[src/rtl/dram_pkg.sv]
// Shared definitions for the DRAM request arbiter and controller FSM.
// Contents:
//   arb_state_e  : arbiter state encoding (IDLE, BUSY, REFRESH)
//   ARB_STATE_W  : width of the state encoding
//   dram_idx_w() : index width for a count of items; never less than 1
package dram_pkg;

    localparam int ARB_STATE_W = 2;

    typedef enum logic [ARB_STATE_W-1:0] {
        IDLE    = 2'b00,
        BUSY    = 2'b01,
        REFRESH = 2'b10
    } arb_state_e;

    function automatic int dram_idx_w(input int n);
        if (n <= 1) begin
            return 1;
        end else begin
            return $clog2(n);
        end
    endfunction

endpackage

[src/rtl/dram_req_arbiter_refresh.sv]
// dram_refresh_timer: periodic refresh request generator.
// A down-counter reloads at zero and raises refresh_flag. The flag is cleared
// by refresh_done. An expiry that finds the flag still pending, with no
// refresh_done in that cycle, sets the sticky refresh_miss.
// Ports:
//   clk, rst_b    : clock and asynchronous active-high reset
//   refresh_done  : controller pulse, refresh completed
//   refresh_flag  : refresh pending (registered)
//   refresh_miss  : sticky overrun indicator (registered)
module dram_refresh_timer #(
    parameter int REFRESH_INTERVAL = 1024
) (
    input  logic clk,
    input  logic rst_b,
    input  logic refresh_done,
    output logic refresh_flag,
    output logic refresh_miss
);
    import dram_pkg::*;

    localparam int TW = dram_idx_w(REFRESH_INTERVAL);
    localparam logic [TW-1:0] RELOAD = TW'(REFRESH_INTERVAL - 1);

    logic [TW-1:0] count_r;
    logic          expire_s;

    assign expire_s = (count_r == {TW{1'b0}});

    // Counter, pending flag and sticky miss; expiry beats a coincident refresh_done.
    always_ff @(posedge clk or posedge rst_b) begin
        if (rst_b) begin
            count_r      <= RELOAD;
            refresh_flag <= 1'b0;
            refresh_miss <= 1'b0;
        end else begin
            if (expire_s) begin
                count_r      <= RELOAD;
                refresh_flag <= 1'b1;
                if (refresh_flag && !refresh_done) begin
                    refresh_miss <= 1'b1;
                end
            end else begin
                count_r <= count_r - TW'(1);
                if (refresh_done) begin
                    refresh_flag <= 1'b0;
                end
            end
        end
    end

endmodule

[src/rtl/dram_req_arbiter.sv]
// dram_req_arbiter: round-robin arbiter sharing one DRAM controller among
// NUM_REQ requesters, with a built-in refresh timer that blocks new grants.
// Optional feature macro: DRAM_ARB_ROW_HIT_EN (open-row preference, capped
// at ROW_HIT_MAX consecutive hit grants).
// Ports:
//   clk, rst_b                  : clock, asynchronous active-high reset
//   req                         : per-requester request
//   req_bank/req_row/req_col    : packed addresses, requester i at [i*W +: W]
//   acc_done, refresh_done      : controller completion pulses
//   gnt                         : one-hot registered grant
//   addr_val                    : one-cycle pulse with a new address
//   bank_id/row_id/col_id       : latched address of the granted requester
//   refresh_flag, refresh_miss  : refresh pending / sticky overrun
module dram_req_arbiter #(
    parameter int NUM_REQ          = 4,
    parameter int NUMBER_OF_BANKS  = 8,
    parameter int NUMBER_OF_ROWS   = 128,
    parameter int NUMBER_OF_COLS   = 8,
    parameter int REFRESH_INTERVAL = 1024,
    parameter int ROW_HIT_MAX      = 4,
    localparam int BW = $clog2(NUMBER_OF_BANKS),
    localparam int RW = $clog2(NUMBER_OF_ROWS),
    localparam int CW = $clog2(NUMBER_OF_COLS)
) (
    input  logic                  clk,
    input  logic                  rst_b,
    input  logic [NUM_REQ-1:0]    req,
    input  logic [NUM_REQ*BW-1:0] req_bank,
    input  logic [NUM_REQ*RW-1:0] req_row,
    input  logic [NUM_REQ*CW-1:0] req_col,
    input  logic                  acc_done,
    input  logic                  refresh_done,
    output logic [NUM_REQ-1:0]    gnt,
    output logic                  addr_val,
    output logic [BW-1:0]         bank_id,
    output logic [RW-1:0]         row_id,
    output logic [CW-1:0]         col_id,
    output logic                  refresh_flag,
    output logic                  refresh_miss
);
    import dram_pkg::*;

    localparam int PW = dram_idx_w(NUM_REQ);

    arb_state_e           state_r, state_s;
    logic [PW-1:0]        ptr_r, ptr_s, win_r, win_s;
    logic [NUM_REQ-1:0]   gnt_s;
    logic                 addr_val_s;
    logic [BW-1:0]        bank_s;
    logic [RW-1:0]        row_s;
    logic [CW-1:0]        col_s;
    logic                 rr_found_s;
    logic [PW-1:0]        rr_win_s, sel_s;
    logic                 grant_s, ptr_adv_s;

    function automatic logic [PW-1:0] next_idx(input logic [PW-1:0] i);
        if (i == PW'(NUM_REQ - 1)) begin
            return {PW{1'b0}};
        end else begin
            return i + PW'(1);
        end
    endfunction

    dram_refresh_timer #(.REFRESH_INTERVAL(REFRESH_INTERVAL)) u_timer (
        .clk          (clk),
        .rst_b        (rst_b),
        .refresh_done (refresh_done),
        .refresh_flag (refresh_flag),
        .refresh_miss (refresh_miss)
    );

    // Round-robin search; scanning downward lets the lowest offset from ptr win.
    always_comb begin
        logic [PW:0] idx_v;
        rr_found_s = 1'b0;
        rr_win_s   = {PW{1'b0}};
        idx_v      = {(PW+1){1'b0}};
        for (int k = NUM_REQ - 1; k >= 0; k--) begin
            idx_v = {1'b0, ptr_r} + (PW+1)'(k);
            idx_v = (idx_v >= (PW+1)'(NUM_REQ)) ? idx_v - (PW+1)'(NUM_REQ) : idx_v;
            if (req[idx_v[PW-1:0]]) begin
                rr_found_s = 1'b1;
                rr_win_s   = idx_v[PW-1:0];
            end else begin
                rr_found_s = rr_found_s;
            end
        end
    end

    assign grant_s = (state_r == IDLE) && !refresh_flag && rr_found_s;

`ifdef DRAM_ARB_ROW_HIT_EN
    localparam int CNTW = $clog2(ROW_HIT_MAX + 1);

    logic [NUM_REQ-1:0] hit_s;
    logic [PW-1:0]      hit_low_s;
    logic [CNTW-1:0]    hit_cnt_r, hit_cnt_s;
    logic               open_vld_r, adv_r, adv_s, force_rr_s;

    // Requesters targeting the currently open bank/row; lowest index recorded.
    always_comb begin
        hit_s     = {NUM_REQ{1'b0}};
        hit_low_s = {PW{1'b0}};
        for (int i = NUM_REQ - 1; i >= 0; i--) begin
            if (req[i] && open_vld_r && (req_bank[i*BW +: BW] == bank_id) &&
                (req_row[i*RW +: RW] == row_id)) begin
                hit_s[i]  = 1'b1;
                hit_low_s = PW'(i);
            end else begin
                hit_s[i]  = 1'b0;
            end
        end
    end

    // A hit only overrides round-robin when the rr winner is not itself a hit;
    // only an rr-chosen grant advances the pointer on completion.
    always_comb begin
        force_rr_s = (hit_cnt_r == CNTW'(ROW_HIT_MAX));
        if (!force_rr_s && (|hit_s) && !hit_s[rr_win_s]) begin
            sel_s = hit_low_s;
            adv_s = 1'b0;
        end else begin
            sel_s = rr_win_s;
            adv_s = 1'b1;
        end
        if (force_rr_s) begin
            hit_cnt_s = {CNTW{1'b0}};
        end else if (hit_s[sel_s]) begin
            hit_cnt_s = hit_cnt_r + CNTW'(1);
        end else begin
            hit_cnt_s = {CNTW{1'b0}};
        end
    end

    // Open-row tracking state, updated on each grant.
    always_ff @(posedge clk or posedge rst_b) begin
        if (rst_b) begin
            hit_cnt_r  <= {CNTW{1'b0}};
            open_vld_r <= 1'b0;
            adv_r      <= 1'b1;
        end else if (grant_s) begin
            hit_cnt_r  <= hit_cnt_s;
            open_vld_r <= 1'b1;
            adv_r      <= adv_s;
        end
    end

    assign ptr_adv_s = adv_r;
`else
    assign sel_s     = rr_win_s;
    assign ptr_adv_s = 1'b1;
`endif

    // Next-state and next-output logic of the arbiter FSM.
    always_comb begin
        state_s    = state_r;
        ptr_s      = ptr_r;
        win_s      = win_r;
        gnt_s      = gnt;
        addr_val_s = 1'b0;
        bank_s     = bank_id;
        row_s      = row_id;
        col_s      = col_id;
        case (state_r)
            IDLE: begin
                if (refresh_flag) begin
                    state_s = REFRESH;
                end else if (rr_found_s) begin
                    state_s    = BUSY;
                    win_s      = sel_s;
                    gnt_s      = {{(NUM_REQ-1){1'b0}}, 1'b1} << sel_s;
                    addr_val_s = 1'b1;
                    bank_s     = req_bank[sel_s*BW +: BW];
                    row_s      = req_row[sel_s*RW +: RW];
                    col_s      = req_col[sel_s*CW +: CW];
                end else begin
                    state_s = IDLE;
                end
            end
            BUSY: begin
                if (acc_done) begin
                    state_s = IDLE;
                    gnt_s   = {NUM_REQ{1'b0}};
                    ptr_s   = ptr_adv_s ? next_idx(win_r) : ptr_r;
                end else begin
                    state_s = BUSY;
                end
            end
            REFRESH: begin
                if (refresh_done) begin
                    state_s = IDLE;
                end else begin
                    state_s = REFRESH;
                end
            end
            default: begin
                state_s = IDLE;
                gnt_s   = {NUM_REQ{1'b0}};
            end
        endcase
    end

    // Arbiter state and registered outputs.
    always_ff @(posedge clk or posedge rst_b) begin
        if (rst_b) begin
            state_r  <= IDLE;
            ptr_r    <= {PW{1'b0}};
            win_r    <= {PW{1'b0}};
            gnt      <= {NUM_REQ{1'b0}};
            addr_val <= 1'b0;
            bank_id  <= {BW{1'b0}};
            row_id   <= {RW{1'b0}};
            col_id   <= {CW{1'b0}};
        end else begin
            state_r  <= state_s;
            ptr_r    <= ptr_s;
            win_r    <= win_s;
            gnt      <= gnt_s;
            addr_val <= addr_val_s;
            bank_id  <= bank_s;
            row_id   <= row_s;
            col_id   <= col_s;
        end
    end

endmodule

[config.mk]
export PLATFORM = sky130hd
export DESIGN_NAME = dram_req_arbiter
export DESIGN_NICKNAME = d
export VERILOG_FILES = /design/src/rtl/dram_pkg.sv /design/src/rtl/dram_req_arbiter_refresh.sv /design/src/rtl/dram_req_arbiter.sv
export SDC_FILE = /design/constraint.sdc
export NUM_CORES = 1
export LEC_CHECK = 0
export CAP_MARGIN = 40
export CELL_PAD_IN_SITES_DETAIL_PLACEMENT = 1
export CELL_PAD_IN_SITES_GLOBAL_PLACEMENT = 1
export CORE_MARGIN = 1
export CORE_UTILIZATION = 30
export CTS_CLUSTER_DIAMETER = 30
export CTS_CLUSTER_SIZE = 28
export DETAILED_ROUTE_END_ITERATION = 12
export DONT_BUFFER_PORTS = 1
export PLACE_DENSITY = 0.61
export SLEW_MARGIN = 0
export SYNTH_ARGS = -nofsm -noshare
export SYNTH_HDL_FRONTEND = slang
export SYNTH_SLANG_ARGS = --single-unit
export TNS_END_PERCENT = 5
[constraint.sdc]
create_clock -name clk -period 4.6 [get_ports clk]
set_input_delay 0.23 -clock clk [delete_from_list [all_inputs] [get_ports clk]]
set_output_delay 0.23 -clock clk [all_outputs]
set_load 0.05 [all_outputs]
==> results of run 1 <==
==> final timing paths <==
check,startpoint,to,slack (ns),cells past startpoint
worst max-delay path,ptr_r[1],col_id[1],2.16,5
worst min-delay path,refresh_done,state_r[1],0.04,1
worst max register to register,ptr_r[1],col_id[1],2.16,5
worst min register to register,u_timer.count_r[0],u_timer.count_r[0],0.46,1
max in group asynchronous,rst_b,u_timer.count_r[2],3.75,3
min in group asynchronous,rst_b,row_id[3],0.49,3
==> power by group through the flow <==
stage                     clock network, mW  registers, mW  logic, mW
after floorplan                           0          0.753      0.565
after global placement                    0          0.816      0.580
after detailed placement                  0          0.814      0.591
after CTS                             0.290          0.808      0.597
after global routing                  0.302          0.823      0.649
final                                 0.280          0.804      0.586
==> layout make-up <==
| type | instances | area [um^2] | share of cell area |
|---|---|---|---|
| multi-input cells | 158 | 1160 | 0.491 |
| flip-flops and latches | 36 | 913 | 0.386 |
| well taps | 99 | 124 | 0.0524 |
| clock buffers | 6 | 72.6 | 0.0307 |
| clock inverters | 2 | 35.0 | 0.0148 |
| repair buffers | 4 | 30.0 | 0.0127 |
| inverters | 8 | 30.0 | 0.0127 |
==> what timing repair did <==
item | CTS | global route
resized for setup | 0 | 0
endpoints found under the hold margin | 26 | 0
hold buffers | 1 | 0
==> synth_stat cells, drive strengths merged (2+ instances only) <==
master    n  area (um^2)
nand3    12         60.1
a22o      3         26.3
a31oi     2         12.5
a2bb2oi   3         26.3
dfrtp    26          651
nor2b     2         12.5
nor3b     3         22.5
mux2i     3         30.0
o211ai   10         80.1
a22oi     9         67.6
clkbuf    3         11.3
buf      16          133
o31ai     2         15.0
nand2    15         56.3
o22ai     3         18.8
mux2     10          146
o2111a    3         33.8
xnor2     3         26.3
o2111ai   9         78.8
a21boi    5         37.5
o21bai    2         15.0
nor2     10         37.5
xor2      4         35.0
ha        2         25.0
and3      3         18.8
o21ai     7         35.0
o21a      3         22.5
a21oi     5         25.0
and2      2         15.0
nor3      4         20.0
or2       2         12.5
inv       8         30.0
dfstp    10          263
nand2b    3         18.8
==> flip-flops by register name, indices dropped and copies added (netlist names) <==
| name | cells |
|---|---|
| gnt | 4 |
| bank_id | 3 |
| u_timer.refresh_flag | 1 |
| row_id | 7 |
| state_r | 2 |
| col_id | 3 |
| addr_val | 1 |
| ptr_r | 2 |
| u_timer.refresh_miss | 1 |
| win_r | 2 |
| u_timer.count_r | 10 |
==> kinds of logic after synthesis <==
| kind of cell | count (synthesis) | share of synthesized area |
|---|---|---|
| AOI/OAI and AO/OA | 75 | 0.260 |
| muxes | 13 | 0.0785 |
| and+or+nand+nor | 61 | 0.140 |
| buffers and inverters | 27 | 0.0774 |
| xor gates and xnor gates | 7 | 0.0273 |
| adders and majority gates | 2 | 0.0111 |
| DFF | 36 | 0.406 |
==> metal layers <==
layer / up-vias / wire length [um] / track usage / part of all wire
li1: 817 / - / - / -
met1: 825 / 2640 / 0.204 / 0.46
met2: 36 / 2750 / 0.229 / 0.48
met3: 6 / 297 / 0.0494 / 0.052
met4: 0 / 80 / 0.0528 / 0.014
met5: - / 0 / 0 / 0
==> per-stage QoR <==
stage / power [mW] / worst slack (ns)
floorplan: 1.32 / 2.76
global placement: 1.40 / 2.18
detailed placement: 1.41 / 2.18
CTS: 1.69 / 2.16
global route: 1.77 / 1.92
finish: 1.67 / 2.16
==> parameters.txt, run 1 <==
Parameter                              Value

Run
  Total of max-cap violations    0

Synthesis
  Synthesized netlist cell count    221
  Syn Area/Cell    10.2 um^2
  Number of synthesis warnings    0
  Number of enable-type register cells in the synthesized netlist    0
  Synthesized netlist net count    283
  Unique masters post-synth    55
  Seq/Total Area, Yosys    0.406
  Count of state elements after synthesis    36
  Post-synth top flop    sky130_fd_sc_hd__dfrtp_1
  Share of async-settable or async-resettable flops after synthesis    1.00
  Synthesized cell area    0.00225 mm^2

Layout
  Fillers    between 800 and 900
  Design Area, Final    0.00237 mm^2
  Most frequent standard cell in the layout excluding fill and tap cells    sky130_fd_sc_hd__dfrtp_1
  Post-Layout Cell Count    about 310
  Area added between synthesis and finish    5.23%
  Highest-count cells in the layout ignoring fill and taps    26 x sky130_fd_sc_hd__dfrtp_1, 15 x sky130_fd_sc_hd__nand2_1, 12 x sky130_fd_sc_hd__nand3_1
  Final layout net count    275
  Antenna diodes    0
  Share of final-layout standard cells stronger than drive strength 1    0.173
  Utilization after layout    0.326

Critical path
  Category of the worst setup path launch point    flop
  Slowest cell on the critical path    sky130_fd_sc_hd__dfrtp_1
  Number of buffer and inverter instances along the worst setup path    0
  Slowest cell delay on critical path    0.69 ns
  Critical-path maximum fanout    18
  Endpoint required time on the critical path    4.77 ns
  Cell Chain, Critical Path    a21boi_1 -> o22ai_1 -> or2_2 -> o211ai_1 -> mux2_4
  Data arrival time of the worst path    2.62 ns
  CP Capture Type    flop
  Cell type group with the largest total delay on the critical path    compound AO/OA/AOI/OAI gates
  Worst Setup Path Type    flop to flop

Floorplanning
  Count of pins on the block boundary    80
  Number of standard-cell rows in the floorplan    31
  Die outline area    0.00784 mm^2
  Die Y-Extent    88.6 um
  DIE WIDTH    just under 90 um
  Initial core utilization    0.310
  Core region area    a little over 0.007 mm^2

STA
  Final worst-path cycle share    0.532
  Worst Tran Pin Value    0.868 ns
  Min Clock Period, post-route    ~2.4 ns
  Setup clock skew after layout    between 0.003 and 0.004 ns
  Maximum frequency from static timing analysis    0.409 GHz
  Min Hold Slack    0.0354 ns
  Post-route setup TNS    0 ns
  RSZ-0062 raised after global routing    no
  Final setup violating endpoints    0
  Max-slew violation total from the final report    0
  Slew HR    0.421
  Final Hold Violating Endpoints    0

Min path
  HP Class    input pin to flop

Placement
  GPL Wtd Cong    0.723
  Buffers added on ports    0
  Placed inst area    0.00225 mm^2
  Placed wire-length estimate after detailed placement    4140 um
  Instance count after placement with tap cells included    304

CTS
  Sinks on the clock net    36
  CTS H-tree lvls    2
  Skew-Pair Late Insertion Delay    0.29 ns
  CTS tree    done
  Max Root-Sink Buffers    2
  Clock transition at the registers of the reported paths    0.08 ns
  Total setup buffers inserted after CTS    0
  Cts bufs inserted    5
  Buffer type at the clock tree root    sky130_fd_sc_hd__clkbuf_8

Route
  Post-detailed-route wirelength per cell    around 18 um
  Via count normalized by instance count    5.38
  Number of nets with antenna violations after routing    0
  Routed WL    5760 um
  Iteration-0 DRC count of the detailed router    between 50 and 60
  Total number of vias    1684
  Number of iterations in the first detailed-routing pass    4
  Post-detailed-route DRC marker count    0

Power
  Sequential power share    0.481
  Switching portion of total power    0.484
  Gate power share    0.351
  Static leakage power    about 0.95 nW
  Internal power of the cells    roughly 0.86 mW
  Pwr Density    roughly 700 mW/mm^2
  IR Drop Worst-Case VDD    0.000184 V
  Power share of the clock group    0.168
  Switching Power    0.808 mW

Global routing
  First-pass GRT wire length    8880 um
  GRT Util Overall    0.152
  Vias in the first global route    1659
  Residual overflow from global routing    0
  Largest net degree at the start of global routing    37
  Initial antenna violation count    0

Run status
  Run status    finished clean
Note: power is estimated with default switching activity, not from simulation.
==> run 2: changes to the inputs <==
- PLACE_DENSITY: 0.61 -> 0.63
- clock period: 4.6 -> 2.08 ns (I/O delays scaled with it)
==> parameters.txt, run 2 (synthesis gave the netlist of run 1 again) <==
Parameter                              Value

Run status
  Run status    finished clean

STA
  Post-route setup TNS    0 ns
  Setup slack after layout    0.193 ns
  Max-slew violation total from the final report    0
  RSZ-0062 raised after global routing    no
  Worst Tran Pin Value    0.650 ns
  Setup clock skew after layout    between 0.0015 and 0.002 ns
  Final setup violating endpoints    0
  Final worst-path cycle share    0.907
  Slew HR    0.562
  Final Hold Violating Endpoints    0
  Min Clock Period, post-route    about 1.9 ns
  Maximum frequency from static timing analysis    0.530 GHz

Global routing
  Initial antenna violation count    0
  GRT Util Overall    0.156
  Largest net degree at the start of global routing    37
  First-pass GRT wire length    9140 um
  Vias in the first global route    1677
  Residual overflow from global routing    0

Floorplanning
  DIE WIDTH    88.6 um
  Core region area    ~0.0073 mm^2
  Number of standard-cell rows in the floorplan    31
  Count of pins on the block boundary    80
  Die outline area    ~0.008 mm^2
  Die Y-Extent    88.6 um
  Initial core utilization    0.310

CTS
  Sinks on the clock net    36
  Cts bufs inserted    5
  Max Root-Sink Buffers    2
  Skew-Pair Late Insertion Delay    0.28 ns
  CTS H-tree lvls    2
  Clock transition at the registers of the reported paths    ~0.07 ns
  Buffer type at the clock tree root    sky130_fd_sc_hd__clkbuf_8
  CTS tree    done

Critical path
  Data arrival time of the worst path    2.06 ns
  Worst reg-to-reg path cell count    5
  R2r startpoint    ptr_r[1]
  Cell type group with the largest total delay on the critical path    compound AO/OA/AOI/OAI gates
  Slowest cell delay on critical path    about 0.52 ns
  Category of the worst setup path launch point    flop
  Register-to-Register Setup Slack    0.19 ns
  Endpoint required time on the critical path    2.25 ns
  Worst Setup Path Type    flop to flop
  CP Capture Type    flop
  Cell Chain, Critical Path    and4b_1 -> a211o_2 -> a22oi_1 -> o211ai_1 -> mux2_4
  Critical-path maximum fanout    18
  Number of buffer and inverter instances along the worst setup path    0
  Worst reg2reg endpoint    row_id[0]
  Slowest cell on the critical path    sky130_fd_sc_hd__dfrtp_2

Route
  Number of nets with antenna violations after routing    0
  Post-detailed-route wirelength per cell    18.3 um
  Routed WL    5880 um
  Number of iterations in the first detailed-routing pass    4
  Post-detailed-route DRC marker count    0
  Iteration-0 DRC count of the detailed router    59
  Via count normalized by instance count    5.56
  Total number of vias    1790

Power
  Switching portion of total power    0.489
  Sequential power share    0.484
  Static leakage power    0.990 nW
  Gate power share    0.386
  Pwr Density    1500 mW/mm^2
  Design Power    3.68 mW
  Internal power of the cells    1.88 mW
  Power share of the clock group    0.130
  IR Drop Worst-Case VDD    0.000405 V
  Switching Power    1.80 mW

Layout
  Fillers    862
  Regs by FF count    u_timer.count_r x10, row_id x7, gnt x4
  Most frequent standard cell in the layout excluding fill and tap cells    sky130_fd_sc_hd__dfrtp_1
  Register containing the most flip-flops in the final layout    u_timer.count_r
  Final layout net count    284
  Share of final-layout standard cells stronger than drive strength 1    0.202
  Highest-count cells in the layout ignoring fill and taps    25 x sky130_fd_sc_hd__dfrtp_1, 15 x sky130_fd_sc_hd__nand2_1, 12 x sky130_fd_sc_hd__nand3_1
  Design Area, Final    0.00244 mm^2
  Antenna diodes    0
  Area added between synthesis and finish    8.63%
  Utilization after layout    0.337
  Max FFs per register    10

Min path
  Depth of the worst hold-timing path    2
  HP Class    input pin to flop
  Startpoint of the lowest-slack hold path    refresh_done
  Endpoint of the worst hold path    u_timer.refresh_flag

Placement
  Buffers added on ports    0
  GPL Wtd Cong    0.744
  Placed inst area    0.00233 mm^2
  Placed wire-length estimate after detailed placement    around 4300 um
  Post-placement setup slack    0.0369 ns

Run
  Total of max-cap violations    0
[run 2: what timing repair did]
item | 4_1_cts | 5_1_grt
resized for setup | 0 | 2
endpoints found under the setup margin | 0 | 14
hold buffers | 3 | 0
endpoints found under the hold margin | 28 | 0
buffers inserted | 0 | 0
[run 2: worst register-to-register path, cell delays in order (launching register included)]
cell	delay, ns
sky130_fd_sc_hd__dfrtp_2	0.52
sky130_fd_sc_hd__and4b_1	0.24
sky130_fd_sc_hd__a211o_2	0.41
sky130_fd_sc_hd__a22oi_1	0.21
sky130_fd_sc_hd__o211ai_1	0.12
sky130_fd_sc_hd__mux2_4	0.27
[run 2: worst max-delay path by stage]
stage,start,end,slack (ns),depth (start not counted)
after floorplan,u_timer.refresh_flag,bank_id[0],0.24,4
after global placement,ptr_r[1],row_id[3],0.09,5
after detailed placement,ptr_r[1],bank_id[1],0.04,5
after CTS,ptr_r[1],row_id[0],0.02,5
after global routing,ptr_r[1],row_id[1],0.06,5
final,ptr_r[1],row_id[0],0.19,5
[run 2: power groups by stage]
| stage | combinational, mW | sequential (mW) | clock (mW) |
|---|---|---|---|
| after floorplan | 1.25 | 1.67 | 0 |
| after global placement | 1.39 | 1.80 | 0 |
| after detailed placement | 1.41 | 1.80 | 0 |
| after CTS | 1.43 | 1.79 | 0.503 |
| after global routing | 1.57 | 1.82 | 0.525 |
| final | 1.42 | 1.78 | 0.478 |
[run 2: per-stage QoR]
stage               std cells  hold slack [ns]
global route              322           0.0156
detailed placement        311            0.133
CTS                       322          0.00611
global placement          311            0.138
floorplan                 221            0.199
finish                    322           0.0151
[run 2: layer usage]
metal  up-vias  GRT usage  wire [um]
li1        834          -          -
met1       899      0.224       2670
met2        49      0.221       2730
met3         8     0.0522        385
met4         0     0.0484         87
met5         -          0          0
[run 2: layout make-up]
class                      count  area, um^2  area share
sequential                    36         915       0.374
clock buffer                   7        76.3      0.0313
inverter                       8        30.0      0.0123
clock inverter                 1        5.00     0.00205
timing repair buffer          13         130      0.0533
tap                           99         124      0.0507
multi-input combinational    158        1160       0.476
==> run 3: changes to the inputs <==
- clock period: 2.08 -> 1.7 ns (I/O delays scaled with it)
==> parameters.txt, run 3 (synthesis gave the netlist of run 1 again) <==
Parameter                              Value

Route
  Iteration-0 DRC count of the detailed router    69
  Post-detailed-route DRC marker count    0
  Post-detailed-route wirelength per cell    19.8 um
  Number of iterations in the first detailed-routing pass    4
  Number of nets with antenna violations after routing    0
  Via count normalized by instance count    5.47
  Routed WL    6780 um
  Total number of vias    between 1500 and 2000

Global routing
  Residual overflow from global routing    0
  Vias in the first global route    between 1500 and 2000
  First-pass GRT wire length    ~9900 um
  Largest net degree at the start of global routing    37
  Initial antenna violation count    0
  GRT Util Overall    0.172

Layout
  Final layout net count    between 300 and 400
  Highest-count cells in the layout ignoring fill and taps    24 x sky130_fd_sc_hd__dfrtp_1, 22 x sky130_fd_sc_hd__buf_4, 15 x sky130_fd_sc_hd__nand2_1
  Share of final-layout standard cells stronger than drive strength 1    0.354
  Area added between synthesis and finish    23.4%
  Antenna diodes    0
  Most frequent standard cell in the layout excluding fill and tap cells    sky130_fd_sc_hd__dfrtp_1
  Register containing the most flip-flops in the final layout    u_timer.count_r
  Max FFs per register    10
  Regs by FF count    u_timer.count_r x10, row_id x7, gnt x4

STA
  Min Clock Period, post-route    1.83 ns
  Final worst-path cycle share    1.08
  Max-slew violation total from the final report    0
  Worst Tran Pin Value    between 0.5 and 0.6 ns
  Maximum frequency from static timing analysis    0.547 GHz
  Setup slack after layout    -0.128 ns
  Final setup violating endpoints    17
  Post-route setup TNS    -1.48 ns
  RSZ-0062 raised after global routing    yes
  Setup clock skew after layout    0.00448 ns
  Final Hold Violating Endpoints    0
  Slew HR    0.650

CTS
  Cts bufs inserted    5
  Skew-Pair Late Insertion Delay    0.30 ns
  Clock transition at the registers of the reported paths    0.08 ns
  Sinks on the clock net    36
  Max Root-Sink Buffers    2
  Buffer type at the clock tree root    sky130_fd_sc_hd__clkbuf_8
  CTS tree    done
  CTS H-tree lvls    2

Floorplanning
  Initial core utilization    0.310
  Number of standard-cell rows in the floorplan    31
  Count of pins on the block boundary    80
  Die Y-Extent    88.6 um
  DIE WIDTH    88.6 um
  Core region area    approximately 0.0073 mm^2
  Die outline area    0.00784 mm^2

Power
  Design Power    5.27 mW
  IR Drop Worst-Case VDD    0.000666 V
  Static leakage power    around 1.1 nW
  Pwr Density    1900 mW/mm^2

Critical path
  Endpoint required time on the critical path    1.88 ns
  Worst Setup Path Type    flop to flop
  CP Capture Type    flop
  Data arrival time of the worst path    2.01 ns
  Category of the worst setup path launch point    flop
  Worst reg-to-reg path cell count    6
  Critical-path maximum fanout    8

Placement
  Placed wire-length estimate after detailed placement    4600 um
  GPL Wtd Cong    roughly 0.75
  Buffers added on ports    0

Min path
  HP Class    input pin to flop
  Depth of the worst hold-timing path    2

Run
  Total of max-cap violations    0

Run status
  Run status    finished with violations
  Violations in the final reports    negative setup slack
[run 3: final timing paths]
kind / endpoint / slack, ns / from
worst max-delay path: col_id[1] / -0.13 / ptr_r[1]
worst min-delay path: ptr_r[0] / 0.02 / acc_done
worst max register to register: col_id[1] / -0.13 / ptr_r[1]
worst min register to register: u_timer.count_r[0] / 0.46 / u_timer.count_r[0]
max in group asynchronous: u_timer.count_r[6] / 1.01 / rst_b
min in group asynchronous: row_id[2] / 0.34 / rst_b
[run 3: final cells by class]
cell class	count	area, um^2
inverters	8	30.0
multi-input cells	159	1280
fillers	826	4480
clock buffers	5	68.8
well taps	99	124
flip-flops and latches	36	916
clock inverters	3	42.5
repair buffers	32	308
[run 3: where the power goes]
group / total, mW / switching [mW] / internal, mW
clock network: 0.770 / 0.336 / 0.434
logic: 2.41 / 1.14 / 1.28
registers: 2.09 / 0.959 / 1.13
[run 3: what timing repair did]
item	in CTS	in global routing
pin swaps	7	5
endpoints found under the setup margin	21	21
hold endpoints to repair	30	0
setup buffers	5	0
gates cloned	2	0
gates resized for setup	19	6
hold buffers	3	0
[run 3: per-stage QoR]
| stage | cells | instance area [um^2] | hold slack, ns | util | setup slack, ns |
|---|---|---|---|---|---|
| 2_1_floorplan | 221 | 2300 | 0.180 | - | -0.0430 |
| 3_3_place_gp | 324 | 2480 | 0.122 | 0.341 | -0.209 |
| 3_5_place_dp | 324 | 2480 | 0.122 | 0.341 | -0.316 |
| 4_1_cts | 342 | 2750 | 0.0249 | 0.379 | -0.113 |
| 5_1_grt | 342 | 2770 | 0.0346 | 0.382 | -0.190 |
| 6_report | 342 | 2770 | 0.0226 | 0.382 | -0.128 |
[run 3: metal layers]
metal,vias up,part of all wire,wire length (um),track usage
met4,0,0.025,169,0.0674
met3,14,0.070,471,0.0550
li1,877,-,-,-
met1,922,0.44,2960,0.234
met2,57,0.47,3170,0.253
met5,-,0,0,0
[run 3: critical path, cell delays in order, from the launching register on]
cell and delay (ns):
sky130_fd_sc_hd__dfrtp_2 0.44, sky130_fd_sc_hd__buf_6 0.14, sky130_fd_sc_hd__nor3b_1 0.13, sky130_fd_sc_hd__o21a_1 0.18, sky130_fd_sc_hd__o211ai_2 0.19, sky130_fd_sc_hd__and2_4 0.31, sky130_fd_sc_hd__mux2_4 0.32
